**config.mk**
```make
export PLATFORM = sky130hd
export DESIGN_NAME = pc_sequencer
export DESIGN_NICKNAME = d
export VERILOG_FILES = /design/src/rtl/pc_sequencer_pkg.sv /design/src/rtl/pc_sequencer.sv
export SDC_FILE = /design/constraint.sdc
export NUM_CORES = 1
export LEC_CHECK = 0
export CAP_MARGIN = 20
export CORE_UTILIZATION = 40
export CTS_CLUSTER_SIZE = 24
export DETAILED_ROUTE_END_ITERATION = 10
export PLACE_DENSITY = 0.77
export SYNTH_ARGS = -nofsm -noshare
export SYNTH_HDL_FRONTEND = slang
export SYNTH_SLANG_ARGS = --single-unit
```
**constraint.sdc**
```tcl
create_clock -name CLK -period 3.3 [get_ports CLK]
set_input_delay 0.33 -clock CLK [delete_from_list [all_inputs] [get_ports CLK]]
set_output_delay 0.33 -clock CLK [all_outputs]
set_load 0.02 [all_outputs]
```
**src/rtl/pc_sequencer_pkg.sv**
```systemverilog
// Shared definitions for the fetch-stage PC sequencer: FSM states, fault causes
// and the default reset vector / increment.
package pc_sequencer_pkg;

  typedef enum logic [1:0] {
    BOOT  = 2'd0,
    FETCH = 2'd1,
    HOLD  = 2'd2,
    FAULT = 2'd3
  } pc_seq_state_t;

  typedef enum logic [1:0] {
    FC_NONE     = 2'd0,
    FC_TIMEOUT  = 2'd1,
    FC_MISALIGN = 2'd2
  } fault_cause_t;

  localparam logic [31:0] RESET_VECTOR = 32'h0000_0000;
  localparam logic [31:0] PC_INC       = 32'd4;
  localparam int          MAX_WAIT     = 15;

  // Redirect targets must be word aligned.
  function automatic logic is_misaligned(input logic [31:0] addr);
    return (addr[1:0] != 2'b00);
  endfunction

endpackage

```
**src/rtl/pc_sequencer.sv**
```systemverilog
// Fetch-stage PC write-side sequencer: produces PC_In/PC_En from the current PC,
// redirects, stalls and the instruction-memory handshake; flags sticky faults.
module pc_sequencer #(
  parameter logic [31:0] RESET_VECTOR = pc_sequencer_pkg::RESET_VECTOR,
  parameter logic [31:0] PC_INC       = pc_sequencer_pkg::PC_INC,
  parameter int          MAX_WAIT     = pc_sequencer_pkg::MAX_WAIT
) (
  input  logic        CLK,
  input  logic        RST,
  input  logic [31:0] PC_Out,
  input  logic        Stall_F,
  input  logic        Branch_Taken,
  input  logic [31:0] Branch_Target,
  input  logic        IMem_Ready,
  output logic [31:0] PC_In,
  output logic        PC_En,
  output logic        IMem_Req,
  output logic        Flush_F,
  output logic        Fetch_Fault,
  output logic [1:0]  Fault_Cause
);
  import pc_sequencer_pkg::*;

  localparam int CNT_W = $clog2(MAX_WAIT + 1);

  pc_seq_state_t state_q, state_d;
  fault_cause_t  cause_q, cause_d;
  logic [CNT_W-1:0] wait_cnt_q, wait_cnt_d;
  logic             pend_q, pend_d;
  logic [31:0]      pend_tgt_q, pend_tgt_d;

  logic [31:0] pc_in_s;
  logic        pc_en_s;
  logic        imem_req_s;
  logic        flush_s;
  logic        bad_redirect_s;
  logic [CNT_W-1:0] wait_inc_s;

  assign bad_redirect_s = Branch_Taken && is_misaligned(Branch_Target);
  assign wait_inc_s     = wait_cnt_q + {{(CNT_W-1){1'b0}}, 1'b1};

  always_ff @(posedge CLK) begin
    if (!RST) begin
      state_q    <= BOOT;
      cause_q    <= FC_NONE;
      wait_cnt_q <= '0;
      pend_q     <= 1'b0;
      pend_tgt_q <= 32'h0000_0000;
    end else begin
      state_q    <= state_d;
      cause_q    <= cause_d;
      wait_cnt_q <= wait_cnt_d;
      pend_q     <= pend_d;
      pend_tgt_q <= pend_tgt_d;
    end
  end

  always_comb begin
    state_d    = state_q;
    cause_d    = cause_q;
    wait_cnt_d = wait_cnt_q;
    pend_d     = pend_q;
    pend_tgt_d = pend_tgt_q;
    pc_in_s    = PC_Out;
    pc_en_s    = 1'b0;
    imem_req_s = 1'b0;
    flush_s    = 1'b0;

    case (state_q)
      BOOT: begin
        pc_en_s    = 1'b1;
        pc_in_s    = RESET_VECTOR;
        wait_cnt_d = '0;
        state_d    = FETCH;
      end

      FETCH: begin
        imem_req_s = 1'b1;
        if (bad_redirect_s) begin
          state_d = FAULT;
          cause_d = FC_MISALIGN;
        end else if (!IMem_Ready) begin
          wait_cnt_d = wait_inc_s;
          if (wait_inc_s == CNT_W'(MAX_WAIT)) begin
            state_d = FAULT;
            cause_d = FC_TIMEOUT;
          end else begin
            state_d = FETCH;
          end
          // A redirect mid-fetch waits for the in-flight request; later ones are wrong-path.
          if (Branch_Taken && !pend_q) begin
            pend_d     = 1'b1;
            pend_tgt_d = Branch_Target;
          end else begin
            pend_d     = pend_q;
          end
        end else begin
          wait_cnt_d = '0;
          if (pend_q) begin
            pc_en_s = 1'b1;
            pc_in_s = pend_tgt_q;
            flush_s = 1'b1;
            pend_d  = 1'b0;
          end else if (Branch_Taken) begin
            pc_en_s = 1'b1;
            pc_in_s = Branch_Target;
            flush_s = 1'b1;
          end else if (!Stall_F) begin
            pc_en_s = 1'b1;
            pc_in_s = PC_Out + PC_INC;
          end else begin
            state_d = HOLD;
          end
        end
      end

      HOLD: begin
        wait_cnt_d = '0;
        if (bad_redirect_s) begin
          state_d = FAULT;
          cause_d = FC_MISALIGN;
        end else if (Branch_Taken) begin
          pc_en_s = 1'b1;
          pc_in_s = Branch_Target;
          flush_s = 1'b1;
          state_d = FETCH;
        end else if (!Stall_F) begin
          pc_en_s = 1'b1;
          pc_in_s = PC_Out + PC_INC;
          state_d = FETCH;
        end else begin
          state_d = HOLD;
        end
      end

      FAULT: begin
        state_d = FAULT;
      end

      default: begin
        state_d = FAULT;
      end
    endcase

    if (!RST) begin
      pc_in_s    = RESET_VECTOR;
      pc_en_s    = 1'b0;
      imem_req_s = 1'b0;
      flush_s    = 1'b0;
    end else begin
      pc_in_s    = pc_in_s;
    end
  end

  assign PC_In       = pc_in_s;
  assign PC_En       = pc_en_s;
  assign IMem_Req    = imem_req_s;
  assign Flush_F     = flush_s;
  assign Fetch_Fault = RST && (state_q == FAULT);
  assign Fault_Cause = RST ? cause_q : FC_NONE;

endmodule

```
==> impl_metrics.ini, run 1 <==
[setup_path]
crit_slowest_cell = clkdlybuf4s50_1
cp_slowest_stage_delay_ps = 680
r2r-end = pend_tgt_q[27]
crit_buf_inv = 2
critPathTopFamily = buffers and inverters
cpMostUsedCell = clkdlybuf4s50_1
r2r_slack_ps = 1210
startpoint_type = primary input
crit_fanout = 6
cp.required_ps = 2970
crit_chain = clkdlybuf4s50_1, and4b_1, and4_1, nand3_2, o21ai_0, a21oi_1, o32ai_1, clkdlybuf4s50_1
crit_type = in2out
r2r_start = state_q[1]
r2r_cells = 7
critPathArrivalTime_ps = 2910
endpoint_kind = output pin

[die]
dieArea_mm2 = 0.0101
fp.dieW_um = 101
ios = 107
die_h_um = 101
core_area_mm2 = 0.00933
initial_core_util = 0.417
num_rows = 35

[detailed_routing]
wl_per_cell_um = 18.7
drt-initial-drc-count = 537
vias_per_cell = 6.21
ant_nets = 0
drt_first_pass_iters = 6
wl_um = 15400
vias = 5127
drc_errors = 0

[job]
maxCapViolCount = 0

[placed_design]
numPortBuffers = 106
place_area_mm2 = 0.00537
place_hpwl_um = 11200
pre_cts_ws_ps = -15.0
dp.cells = 816
place_congestion = 0.992

[layout]
finalInstanceArea_mm2 = 0.00559
nNetsFinal = 771
drive_gt1_frac = 0.135
layout.cells.most_common_list = 109 x nand2_1, 90 x clkdlybuf4s50_1, 72 x a21oi_1
utilization = 0.599
syn2layout_area_growth_pct = 43.7
final_common_cell = nand2_1
stdcell_count = 825

[timing]
hold_viol = 0
max_clock_freq_mhz = 309
fin_skew_ps = 10.3
whs_ps = 464
max_slew_margin = 0.608
fin_crit_ps = 3240
setup_viol = 0
tightestPinTransition_ps = 573
final-max-slew-violation-count = 0
rsz0062_at_grt = no
min_period_over_period = 0.982
final.setup.worst_slack_ps = 60.3
fin_tns_setup_ps = 0

[global_route]
first_global_vias = 5094
grt_max_degree = 34
grt_pass1_wl_um = 24500
grtUsageTotal = 0.305
grt_antenna_before_repair = 1
globalRouteOverflowTotal = 0

[synth]
synth_cell_types = 74
synth_area_mm2 = 0.00389
syn_nets = 643
syn-instance-count = 566
avgSynthCellArea_um2 = 6.87
synth.ff_latch_count = 41
synth_edf_count = 0
ys_seq_area_frac = 0.211
yosysWarnings = 0
async_reset_ff_frac = 0
synth-main-ff-cell = dfxtp_1

[clocking]
clkSlewWorstSetupHoldPaths_ps = 90
cts_setup_buffers = 0
clock_path_buffers = 2
clock_latency_ps = 310
htree_levels = 2
cts_buffers = 5
cts_tree = yes
clock-sinks = 41
cts-root-buf = clkbuf_8

[hold_path]
hold_path_startpoint = pend_tgt_q[2]
hold_path_class = reg2reg
hold_depth = 2
min_to = pend_tgt_q[2]

[power_and_ir_drop]
powerDensity_mw_per_mm2 = 297
irDropWorstVdd_uv = 177
total_power_mw = 1.66
p_leak_nw = 2.22

[outcome]
status = complete, no violations
## worst max-delay path by stage
stage | start | endpoint | slack (ps) | cells after the start
2_1_floorplan | state_q[1] | PC_In[29] | 830 | 8
3_3_place_gp | PC_Out[2] | PC_In[16] | 8 | 10
3_5_place_dp | PC_Out[2] | PC_In[30] | -20 | 9
4_1_cts | PC_Out[2] | PC_In[18] | 20 | 10
5_1_grt | state_q[1] | PC_In[29] | 20 | 9
6_report | PC_Out[4] | PC_In[25] | 60 | 8
## layer usage
metal  part of all wire  vias up  track usage
met5                  0        -            0
met1               0.39     2398        0.374
li1                   -     2330            -
met2               0.49      344        0.524
met3              0.091       55       0.0472
met4              0.033        0        0.142
## state kept, by name (all words and copies together), names as in the netlist
signal / count
pend_tgt_q: 32
wait_cnt_q: 4
cause_q: 2
state_q: 2
pend_q: 1
## cells by family after synthesis
logic type	Yosys count	synth area share
AND/OR/NAND/NOR	223	0.292
AO/OA/AOI/OAI	210	0.344
adder cells (fa/ha/maj)	8	0.0257
XOR/XNOR	21	0.0473
buffers and inverters	59	0.0686
flip-flops	41	0.211
multiplexers	4	0.0106
## worst reg2reg max path: stages (launching register included)
cell and delay [ps]:
dfxtp_1 370, inv_1 100, ha_2 290, nand2b_1 130, or3_1 590, buf_4 330
nand2_1 110, a21oi_1 60
## cell usage after synthesis (all sizes together) (4+ instances only)
cell type,n,area share
nand2b,4,0.0064
nor2b,9,0.014
and3,9,0.015
a21o,5,0.0097
a32oi,4,0.0090
nor2,30,0.029
and4,5,0.011
clkbuf,28,0.027
ha,8,0.026
a21oi,72,0.093
xor2,11,0.025
a221oi,13,0.029
nor4,5,0.014
inv,14,0.014
nand2,109,0.11
o21a,6,0.012
nor3,11,0.018
nand4,10,0.023
and2,6,0.0097
buf,16,0.027
a31oi,6,0.0097
o21ai,48,0.063
nand3,15,0.022
o22ai,5,0.0080
xnor2,10,0.023
o211ai,5,0.011
dfxtp,41,0.21
a22oi,14,0.027
## area by class of cell
class                      instances  area, um^2
timing repair buffer             165        1560
multi-input combinational        466        2850
tap                              129         161
fill                             872        3740
clock buffer                       5        68.8
antenna                            1        2.50
inverter                          15        57.6
sequential                        41         821
clock inverter                     3        68.8
## where the power goes
part           internal (mW)  leakage, nW  switching, mW  total [mW]
clock network          0.305       0.0688          0.215       0.520
registers              0.504        0.331        0.00812       0.512
logic                  0.283         1.82          0.345       0.628
total                   1.09         2.22          0.569        1.66
## repair_timing
action | CTS | global route
hold buffers | 0 | 0
setup endpoints to repair | 7 | 17
gates resized for setup | 8 | 19
Power figures use the tool's default switching activity.
==> run 2, diff against run 1 <==
Settings changed: ABC_AREA set to 1, PLACE_DENSITY 0.77 to 0.76.
==> impl_metrics.ini, run 2 <==
[die]
core_area_mm2 = 0.0108
die_h_um = 107
ios = 107
initial_core_util = 0.411
num_rows = 38
fp.dieW_um = 107
dieArea_mm2 = 0.0115

[synth]
synthAdderAreaFrac = 0.0226
synth_xor_area_frac = 0.00988
ys_seq_area_frac = 0.185
synth_area_leader_cell = dfxtp_1
async_reset_ff_frac = 0
synth_edf_count = 0
synth-compound-area-share = 0.213
syn-instance-count = 803
syn_nets = 880
synth-simple-area-share = 0.456
synth_top_family_by_area = simple AND/OR/NAND/NOR gates
yosysTopAreaCellShare = 0.185
synth.most_common_cell = nand2_1
synthMuxAreaShare = 0
synth_area_leaders = dfxtp_1 19%, nand2_1 16%, nor2_1 12%
avgSynthCellArea_um2 = 5.52
synth_cell_types = 38
synth_area_mm2 = 0.00443
synth.ff_latch_count = 41
synthTopCellsByCount = 185 x nand2_1, 144 x nor2_1, 76 x inv_1, 68 x nand3_1, 65 x o21ai_0
yosysWarnings = 0
synth-main-ff-cell = dfxtp_1

[setup_path]
crit_start = PC_Out[3]
startpoint_type = primary input
r2r_slack_ps = 1000
crit_slowest_cell = clkdlybuf4s50_1
r2r-end = pend_tgt_q[29]
r2r_cells = 9
crit_buf_inv = 2
crit_type = in2out
r2r_start = state_q[0]
crit_fanout = 9
crit_chain = clkdlybuf4s50_1, ha_2, nand3_2, nor2_4, nand2_4, nor2_8, nand3_2, nand3_1, nand2_1, nand2_1, nand2_1, a21oi_1, clkdlybuf4s50_1
cpMostUsedCell = nand2_1
cp.required_ps = 2970
endpoint_kind = output pin
critPathTopFamily = buffers and inverters
cp_slowest_stage_delay_ps = 620
critPathArrivalTime_ps = 2790

[clocking]
cts_buffers = 5
clkSlewWorstSetupHoldPaths_ps = 90
cts_tree = yes
clock_latency_ps = 310
htree_levels = 2
clock_path_buffers = 2
cts_setup_buffers = 0
cts-root-buf = clkbuf_8
clock-sinks = 41

[timing]
rsz0062_at_grt = no
hold_viol = 0
max_clock_freq_mhz = 321
max_slew_margin = 0.533
fin_tns_setup_ps = 0
final-max-slew-violation-count = 0
min_period_over_period = 0.944
fin_crit_ps = 3120
fin_skew_ps = 8.90
tightestPinTransition_ps = 699
setup_viol = 0

[layout]
regMostFlops = pend_tgt_q
top_regs = pend_tgt_q: 32 flops, wait_cnt_q: 4 flops
largest_reg_flops = 32
finalInstanceArea_mm2 = 0.00581
drive_gt1_frac = 0.0978
final_common_cell = nand2_1
diodes = 0
nNetsFinal = 976
layout.cells.most_common_list = 185 x nand2_1, 143 x nor2_1, 102 x clkdlybuf4s50_1
syn2layout_area_growth_pct = 31.1

[placed_design]
place_area_mm2 = 0.00568
numPortBuffers = 106
place_congestion = 0.984
place_hpwl_um = 11200

[global_route]
grt_antenna_before_repair = 0
grt_max_degree = 35
globalRouteOverflowTotal = 0
first_global_vias = 5111
grtUsageTotal = 0.266
grt_pass1_wl_um = 24600

[detailed_routing]
wl_um = 15100
drc_errors = 0
ant_nets = 0
wl_per_cell_um = 14.5
vias_per_cell = 5.39
drt-initial-drc-count = 429
drt_first_pass_iters = 6
vias = 5603

[power_and_ir_drop]
powerDensity_mw_per_mm2 = 292
total_power_mw = 1.70
irDropWorstVdd_uv = 179
p_leak_nw = 2.76

[hold_path]
hold_depth = 2
hold_path_class = reg2reg
hold_path_startpoint = pend_tgt_q[1]
min_to = pend_tgt_q[1]

[outcome]
status = complete, no violations

[job]
maxCapViolCount = 0
## run 2: kinds of logic after synthesis
family / after synthesis
flip-flops: 41
XOR/XNOR: 5
AND/OR/NAND/NOR: 451
AO/OA/AOI/OAI: 171
buffers and inverters: 127
adder cells (fa/ha/maj): 8
## run 2: worst max path at each step
stage | end | slack [ps] | cells past startpoint
2_1_floorplan | PC_In[2] | 1280 | 10
3_3_place_gp | PC_In[28] | 160 | 13
3_5_place_dp | PC_In[26] | 120 | 13
4_1_cts | PC_In[26] | 120 | 13
5_1_grt | PC_In[14] | 6 | 15
6_report | PC_In[30] | 180 | 13
## run 2: metal layers
layer	GRT usage	up-vias	wire length [um]
met1	0.363	2516	6790
met4	0.0763	0	240
met3	0.0280	28	1080
met5	0	-	0
li1	-	2800	-
met2	0.440	259	7010
## run 2: metrics by stage
| stage | hold WS, ps | utilization | std cells | setup WS [ps] |
|---|---|---|---|---|
| floorplan | 418 | - | 803 | 1280 |
| global placement | 428 | 0.526 | 1032 | 161 |
| detailed placement | 432 | 0.526 | 1032 | 124 |
| CTS | 448 | 0.536 | 1040 | 119 |
| global route | 465 | 0.538 | 1040 | 6.33 |
| finish | 446 | 0.538 | 1040 | 184 |
## run 2: cell type report
| cell class | instances | area (um^2) |
|---|---|---|
| fill | 1117 | 4980 |
| multi-input combinational | 635 | 3120 |
| sequential | 41 | 821 |
| inverter | 87 | 327 |
| tap | 140 | 175 |
| timing repair buffer | 129 | 1260 |
| clock buffer | 6 | 72.6 |
| clock inverter | 2 | 38.8 |
## run 2: tightest hold or removal path, delay by kind of cell (launching register included)
family,cells,cell delay (ps)
DFF,1,320
and+or+nand+nor,2,90
## run 2: where the power goes
group          total, mW  switching (mW)  internal (mW)
registers          0.542          0.0183          0.524
clock network      0.442           0.214          0.228
logic              0.714           0.418          0.297
total               1.70           0.650           1.05
## run 2: what timing repair did
item | CTS | global route
endpoints found under the setup margin | 0 | 9
hold buffers | 0 | 0
gates resized for setup | 0 | 7
==> run 3, diff against run 2 <==
Settings changed: CORE_ASPECT_RATIO set to 0.75.
==> impl_metrics.ini, run 3 (synthesis results as in run 2) <==
[outcome]
status = complete, no violations

[timing]
min_period_over_period = 0.952
hold_viol = 0
setup_viol = 0
rsz0062_at_grt = no
tightestPinTransition_ps = 709
final-max-slew-violation-count = 0
fin_tns_setup_ps = 0
fin_skew_ps = 2.13
fin_crit_ps = 3140
max_slew_margin = 0.527
max_clock_freq_mhz = 318
final.setup.worst_slack_ps = 158

[detailed_routing]
dr.max_layer_used = met4
ant_nets = 0
routed-wl-met2_um = 6440
wl_um = 15400
dr_wl_met3_um = 1410
drt-initial-drc-count = 651
drc_errors = 0
vias = 5554
wl_per_cell_um = 14.8
vias_per_cell = 5.35
drt_first_pass_iters = 6
drt-met1-wl_um = 7380

[clocking]
cts_buffers = 5
cts_setup_buffers = 0
clock-sinks = 41
htree_levels = 2
clock_latency_ps = 290
cts-root-buf = clkbuf_16
clock_path_buffers = 2
cts_tree = yes
clkSlewWorstSetupHoldPaths_ps = 60

[setup_path]
endpoint_kind = output pin
cp.required_ps = 2970
r2r_cells = 9
cpMostUsedCell = nand2_1
crit_fanout = 7
r2r_start = state_q[1]
startpoint_type = primary input
crit_slowest_cell = clkdlybuf4s50_1
crit_type = in2out
crit_chain = clkdlybuf4s50_1, nand2_1, nor2_4, nand3_2, nor2_2, nand3b_1, nand3_1, nand2_1, nand2_1, nand2_1, a21oi_1, clkdlybuf4s50_1
r2r-end = pend_tgt_q[23]
r2r_slack_ps = 1290
cp_slowest_stage_delay_ps = 640
critPathArrivalTime_ps = 2810

[die]
core_area_mm2 = 0.0105
num_rows = 32
ios = 107
initial_core_util = 0.421
fp.dieW_um = 124
die_h_um = 93.1
dieArea_mm2 = 0.0115

[layout]
diodes = 0
final_common_cell = nand2_1
largest_reg_flops = 32
layout.cells.most_common_list = 185 x nand2_1, 144 x nor2_1, 102 x clkdlybuf4s50_1
drive_gt1_frac = 0.102
syn2layout_area_growth_pct = 33.0
fillers = 1047
regMostFlops = pend_tgt_q
utilization = 0.560
finalInstanceArea_mm2 = 0.00589
nNetsFinal = 979
top_regs = pend_tgt_q: 32 flops, wait_cnt_q: 4 flops

[global_route]
first_global_vias = 4991
grt_antenna_before_repair = 0
grtUsageTotal = 0.270
grt_max_degree = 34
grt_pass1_wl_um = 24400
globalRouteOverflowTotal = 0

[placed_design]
place_area_mm2 = 0.00570
pre_cts_ws_ps = 124
numPortBuffers = 106
place_congestion = 0.961
place_hpwl_um = 11200

[job]
maxCapViolCount = 0

[power_and_ir_drop]
p_leak_nw = 2.81
irDropWorstVdd_uv = 219
powerDensity_mw_per_mm2 = 318

[hold_path]
hold_depth = 2
min_to = pend_tgt_q[0]
hold_path_class = reg2reg
hold_path_startpoint = pend_tgt_q[0]
[run 3: cell types whose count changed in the layout (fill, tap and decap cells not counted)]
cell,change
clkbuf_8,-4
nor2_1,+1
clkbuf_1,-1
clkinv_4,-1
nor2_2,-1
ha_1,-1
clkinvlp_4,+1
ha_2,+1
buf_4,+3
clkbuf_16,+5
[run 3: stage by stage]
step / cells / hold WS (ps) / power (mW)
finish: 1039 / 445 / 1.87
global route: 1039 / 466 / 1.96
CTS: 1039 / 446 / 1.87
detailed placement: 1031 / 437 / 1.26
global placement: 1031 / 427 / 1.25
floorplan: 803 / 418 / 0.952
[run 3: critical path, delay by kind of cell]
family	cells	cell delay, ps
AOI/OAI and AO/OA	1	200
buffers and inverters	2	1260
and+or+nand+nor	9	1010
[run 3: worst max path at each step]
stage | endpoint | from
finish | PC_In[17] | PC_Out[5]
detailed placement | PC_In[24] | PC_Out[3]
CTS | PC_In[24] | PC_Out[3]
global route | PC_In[26] | PC_Out[3]
global placement | PC_In[24] | PC_Out[3]
floorplan | PC_In[2] | state_q[0]
[run 3: timing repair]
action                                  4_1_cts  5_1_grt
hold buffers                                  0        0
gates resized for setup                       0        7
endpoints found under the setup margin        0       10
[run 3: power breakdown]
group	switching, mW	leakage [nW]	internal [mW]	total, mW
logic	0.421	2.40	0.299	0.720
registers	0.0198	0.333	0.524	0.544
clock network	0.230	0.0831	0.378	0.608
total	0.671	2.81	1.20	1.87
[run 3: layout make-up]
cell class | instances | area [um^2] | area share
Multi-Input combinational cell | 635 | 3120 | 0.529
Timing Repair Buffer | 132 | 1280 | 0.217
Sequential cell | 41 | 821 | 0.139
Inverter | 87 | 327 | 0.0554
Tap cell | 136 | 170 | 0.0289
Clock buffer | 6 | 139 | 0.0236
Clock inverter | 2 | 37.5 | 0.00637
[run 3: layer usage]
| layer | track usage | up-vias |
|---|---|---|
| met4 | 0.0663 | 0 |
| met1 | 0.400 | 2457 |
| li1 | - | 2812 |
| met2 | 0.401 | 268 |
| met5 | 0 | - |
| met3 | 0.0439 | 17 |
